[src/rtl/duck_pixel_fetch.sv]
// duck_pixel_fetch
//   Takes per-pixel sprite read requests and issues reads to the 4-bit index
//   sprite memory. Responses come back in order and are matched to their
//   requests. Each index is mapped through a writable palette. Pixels go to
//   the VGA color mapper in request order over a valid/ready handshake.
//   Transparent indices and pixels outside the sprite box resolve to
//   BG_COLOR.
//
// Ports
//   Clk, Reset              system clock; synchronous active-high reset
//   in_valid/in_ready       request handshake
//   in_addr, in_is_duck     sprite address and in-sprite flag
//   mem_rd_en/mem_rd_addr   memory read strobe and address (combinational)
//   mem_rd_valid/_data      in-order memory response, no backpressure
//   pal_we/_waddr/_wdata    palette write port
//   out_valid/out_ready     pixel handshake
//   out_color, out_opaque   composited color; 1 = sprite pixel drawn
//   err_unexpected          sticky: response with no pending duck read
module duck_pixel_fetch #(
  parameter int                  ADDR_W          = 19,
  parameter int                  IDX_W           = 4,
  parameter int                  COLOR_W         = 24,
  parameter int                  DEPTH           = 4,
  parameter int                  TRANSPARENT_IDX = 0,
  parameter logic [COLOR_W-1:0]  BG_COLOR        = 24'h3FBFFF
) (
  input  logic               Clk,
  input  logic               Reset,
  input  logic               in_valid,
  output logic               in_ready,
  input  logic [ADDR_W-1:0]  in_addr,
  input  logic               in_is_duck,
  output logic               mem_rd_en,
  output logic [ADDR_W-1:0]  mem_rd_addr,
  input  logic               mem_rd_valid,
  input  logic [IDX_W-1:0]   mem_rd_data,
  input  logic               pal_we,
  input  logic [IDX_W-1:0]   pal_waddr,
  input  logic [COLOR_W-1:0] pal_wdata,
  output logic               out_valid,
  input  logic               out_ready,
  output logic [COLOR_W-1:0] out_color,
  output logic               out_opaque,
  output logic               err_unexpected
);

  localparam int PTR_W = (DEPTH > 1) ? $clog2(DEPTH) : 1;
  localparam int CNT_W = $clog2(DEPTH + 1);
  localparam int PAL_N = 1 << IDX_W;

  logic [DEPTH-1:0]   slot_duck;
  logic [DEPTH-1:0]   slot_have;
  logic [IDX_W-1:0]   slot_idx [DEPTH];
  logic [PTR_W-1:0]   wr_ptr;
  logic [PTR_W-1:0]   rd_ptr;
  logic [CNT_W-1:0]   count;
  logic [COLOR_W-1:0] palette [PAL_N];

  logic               push;
  logic               pop;
  logic               fill_found;
  logic [PTR_W-1:0]   fill_ptr;
  logic [PTR_W-1:0]   cand;
  logic [IDX_W-1:0]   head_idx;

  assign in_ready    = (count < CNT_W'(DEPTH));
  assign push        = in_valid && in_ready;
  assign mem_rd_en   = push && in_is_duck;
  assign mem_rd_addr = in_addr;

  assign head_idx   = slot_idx[rd_ptr];
  assign out_valid  = (count != '0) && slot_have[rd_ptr];
  assign pop        = out_valid && out_ready;
  assign out_opaque = slot_duck[rd_ptr] && (head_idx != IDX_W'(TRANSPARENT_IDX));
  assign out_color  = out_opaque ? palette[head_idx] : BG_COLOR;

  // Fill pointer: the oldest occupied duck slot still waiting for its index.
  // Non-duck slots are skipped. A slot pushed this cycle is never a candidate,
  // because memory latency is at least one cycle.
  always_comb begin
    fill_found = 1'b0;
    fill_ptr   = rd_ptr;
    cand       = '0;
    for (int i = 0; i < DEPTH; i++) begin
      cand = rd_ptr + PTR_W'(i);
      if (!fill_found && (CNT_W'(i) < count) && slot_duck[cand] && !slot_have[cand]) begin
        fill_found = 1'b1;
        fill_ptr   = cand;
      end
    end
  end

  // The push, pop and fill targets never alias. Push only writes a free slot.
  // Pop needs have_data, so the head cannot be the fill target.
  always_ff @(posedge Clk) begin
    if (Reset) begin
      slot_duck      <= '0;
      slot_have      <= '0;
      wr_ptr         <= '0;
      rd_ptr         <= '0;
      count          <= '0;
      err_unexpected <= 1'b0;
      for (int i = 0; i < DEPTH; i++) slot_idx[i] <= '0;
    end else begin
      if (push) begin
        slot_duck[wr_ptr] <= in_is_duck;
        slot_have[wr_ptr] <= !in_is_duck;
        slot_idx[wr_ptr]  <= '0;
        wr_ptr            <= wr_ptr + PTR_W'(1);
      end
      if (pop) begin
        slot_duck[rd_ptr] <= 1'b0;
        slot_have[rd_ptr] <= 1'b0;
        rd_ptr            <= rd_ptr + PTR_W'(1);
      end
      if (mem_rd_valid) begin
        if (fill_found) begin
          slot_idx[fill_ptr]  <= mem_rd_data;
          slot_have[fill_ptr] <= 1'b1;
        end else begin
          err_unexpected <= 1'b1;
        end
      end
      case ({push, pop})
        2'b10:   count <= count + CNT_W'(1);
        2'b01:   count <= count - CNT_W'(1);
        default: count <= count;
      endcase
    end
  end

  // Reads are combinational, so a write becomes visible on the next cycle.
  always_ff @(posedge Clk) begin
    if (Reset) begin
      for (int i = 0; i < PAL_N; i++) palette[i] <= '0;
    end else if (pal_we) begin
      palette[pal_waddr] <= pal_wdata;
    end
  end

endmodule
[config.mk]
export PLATFORM = sky130hd
export DESIGN_NAME = duck_pixel_fetch
export DESIGN_NICKNAME = d
export VERILOG_FILES = /design/src/rtl/duck_pixel_fetch.sv
export SDC_FILE = /design/constraint.sdc
export NUM_CORES = 1
export LEC_CHECK = 0
export ABC_AREA = 0
export BUFFER_PORTS_ARGS = -buffer_cell sky130_fd_sc_hd__buf_2
export CAP_MARGIN = 0
export CORE_ASPECT_RATIO = 0.7
export CORE_MARGIN = 8
export CORE_UTILIZATION = 41
export DETAILED_ROUTE_END_ITERATION = 8
export SYNTH_ARGS = -nofsm -noshare
export SYNTH_HDL_FRONTEND = slang
export SYNTH_SLANG_ARGS = --single-unit
[constraint.sdc]
create_clock -name Clk -period 3.45 [get_ports Clk]
set_clock_uncertainty 0.1 [all_clocks]
set_input_delay 0.69 -clock Clk [delete_from_list [all_inputs] [get_ports Clk]]
set_output_delay 0.69 -clock Clk [all_outputs]
set_load 0.02 [all_outputs]
==> out/metrics.cfg <==
[outcome]
status = complete, but fails checks
violations = negative setup slack

[logic_synthesis]
synth_xor_area_share_pct = 0.133
syn_area_per_cell_um2 = 14.5
ys_types = 55
yosys-top-cells-count = edfxtp_1 (400), and2_1 (387), mux4_2 (91)
synth_largest_area_cell = edfxtp_1
netlist_instances = 1358
yosysSeqAreaShare_pct = 62.8
synth_edf_count = 400
synthFlopType = edfxtp_1
synth_top_family_by_area = simple AND/OR/NAND/NOR gates
ys_top_cells_by_area = edfxtp_1 (61%), and2_1 (12%), mux4_2 (10%), dfxtp_1 (1.8%), clkbuf_1 (1.6%)
synth-seq-cells = 418
synthAdderAreaFrac_pct = 0.825
yosysTopAreaCellShare_pct = 61.0
synth-simple-area-share_pct = 16.6
synthesis.nets = 1429
synth-compound-area-share_pct = 4.74
yosysMostFrequentCell = edfxtp_1
synth_area_mm2 = 0.0197
yosysWarnings = 0
async_reset_ff_share_pct = 0
synthMuxAreaShare_pct = 11.5

[placed_design]
dp_hpwl_um = 33400
io_buffers = 67
placed_area_mm2 = 0.0211
place_congestion = 0.830
place_ws_ns = 0.0187

[min_path]
hold_path_depth = 3
hp-class = input port to flip-flop
min_from = in_is_duck
hold_end = slot_duck[0]

[run]
drv_cap = 0

[die]
core_area_mm2 = 0.0477
start_util_pct = 41.3
ios = 106
rows = 67
die_h_um = 199
dieArea_mm2 = 0.0554
die_x_um = 278

[clock_network]
cts_root_buf = clkbuf_16
cts_max_level = 2
clk_latency_ns = 0.54
cts_buffer_depth = 3
cts_tree = built
clkSinkCount = 418
clkTransAtPathRegs_ns = 0.06
cts_buffers = 44

[detailed_routing]
drc = 0
wl_met1_um = 25600
wl_met2_um = 25500
wl_per_cell_um = 27.4
top_layer = met5
drt-pass1-iter-count = 5
vias = 12167
wirelength_um = 57900
met3_length_um = 5580
drt-vias-per-instance = 5.77
drtAntennaViolNets = 0
drt_iter0_drc = 1311

[final_layout]
drive_above_1_share_pct = 30.5
nets = 1527
final_util_pct = 49.3
fin_area_mm2 = 0.0235
syn2layout_area_growth_pct = 19.3

[critical_path]
slowest_stage = mux4_4
start_kind = flip-flop
r2r_start = rd_ptr[0]
worstPathArrival_ns = 3.09
critical_path.cell_chain = mux4_4 -> buf_12 -> buf_8 -> buf_4 -> mux4_2 -> a221oi_2 -> nand2_1 -> buf_6
critical-path-max-stage-delay_ns = 0.70
critPathMaxFanout = 6
reg2reg_slack_ns = 0.22
path_buf_inv = 4
end_kind = output port
rr_worst_depth = 8
worst-setup-path-type = flip-flop to output port
required_ns = 2.66
worstReg2RegEnd = slot_idx[2][2]
cp_top_family = multiplexers

[sta]
setup-tns-final_ns = -8.55
setup_slack_ns = -0.434
drv_slew = 0
min_period_ns = 3.88
rsz0062_at_grt = true
hold_viol_final = 0
whs_ns = 0.362
fmax_ghz = 0.257
slew-limit-headroom_pct = 27.6
max_slew.worst_pin.slew_ns = 1.09
setup_viol = 25
fin_crit_sh_pct = 113

[grt]
gr-total-overflow = 0
grt_max_degree = 42
grt_pass1_wl_um = 81700
antenna_found_initial = 8
grt_usage_pct = 20.0
first_global_vias = 11871

[power]
p_per_area_mw_per_mm2 = 528
vdd_drop_max_v = 0.000316
total_leakage_power_nw = 8.24

-- power breakdown --
part           internal, mW  switching, mW  leakage (nW)  total, mW
clock                  2.61           1.98         0.668       4.59
sequential             5.85          0.103          3.98       5.95
combinational         0.837           1.04          3.59       1.88
total                  9.29           3.13          8.24       12.4
-- cell usage in the layout (no fill, tap or decap), drive strengths merged, types with 3 or more instances in the layout --
cell,count
edfxtp,400
and2,388
buf,174
mux4,91
clkbuf,58
nand2,42
nor2,30
a21oi,28
a22oi,25
a221oi,21
dfxtp,18
clkinv,18
mux2i,17
or2,17
inv,16
nor2b,16
nor3,14
ha,13
a211oi,12
o21ai,12
nand2b,8
nor4,8
nand3,6
a21boi,5
a31oi,5
o31ai,5
mux2,4
o211ai,3
o22ai,3
bufinv,3
or3,3
-- repair_timing --
action / in CTS / in global routing
cloned: 3 / 8
endpoints found under the setup margin: 25 / 25
hold buffers: 0 / 0
gates resized for setup: 60 / 71
setup buffers: 10 / 18
pin swaps: 15 / 32
-- worst register-to-register path, delay by kind of cell (launching register included) --
kind                     cells  cell delay [ns]
AND/OR/NAND/NOR              1             0.17
AO/OA/AOI/OAI                5             1.66
adder cells (fa/ha/maj)      1             0.41
flip-flops                   1             0.40
buffers and inverters        1             0.13
-- worst max-delay path by stage --
stage	from	end	cells past startpoint
floorplan	rd_ptr[0]	slot_idx[3][0]	11
global placement	flip-flop	out_color[2]	7
detailed placement	flip-flop	out_color[2]	7
CTS	flip-flop	out_color[1]	7
global route	flip-flop	out_color[20]	8
finish	flip-flop	out_color[20]	8
-- final cells by class --
class	count	area [um^2]
clock inverters	24	201
inverters	14	52.6
diodes	2	5.00
multi-input cells	798	7050
well taps	621	777
fillers	3994	24200
repair buffers	180	1890
clock buffers	52	1150
flip-flops and latches	418	12400
-- logic make-up (layout without fill, tap and decap cells) --
family | after synthesis | in the layout
flops | 418 | 418
mux | 112 | 112
fa+ha+maj | 13 | 13
other cells | 0 | 2
compound gates | 128 | 128
xor+xnor | 3 | 3
simple gates | 542 | 542
buf+inv | 142 | 270
-- flip-flops by register name, summed over array words and instances (netlist names), named ones only --
signal          count
slot_have           4
slot_duck           4
count               3
rd_ptr              2
wr_ptr              2
palette           384
err_unexpected      1
slot_idx           16
-- layer usage --
layer	vias up	GRT usage, %
met2	624	30.1
met1	6260	29.0
met4	4	5.05
li1	5203	-
met3	76	4.86
met5	-	0
-- metrics by stage --
| stage | instances | total power [mW] |
|---|---|---|
| global placement | 1992 | 7.53 |
| CTS | 2081 | 12.2 |
| finish | 2109 | 12.4 |
| detailed placement | 1992 | 7.55 |
| floorplan | 1358 | 6.95 |
| global route | 2108 | 12.8 |
No activity file was read; power rests on OpenSTA's default activity.
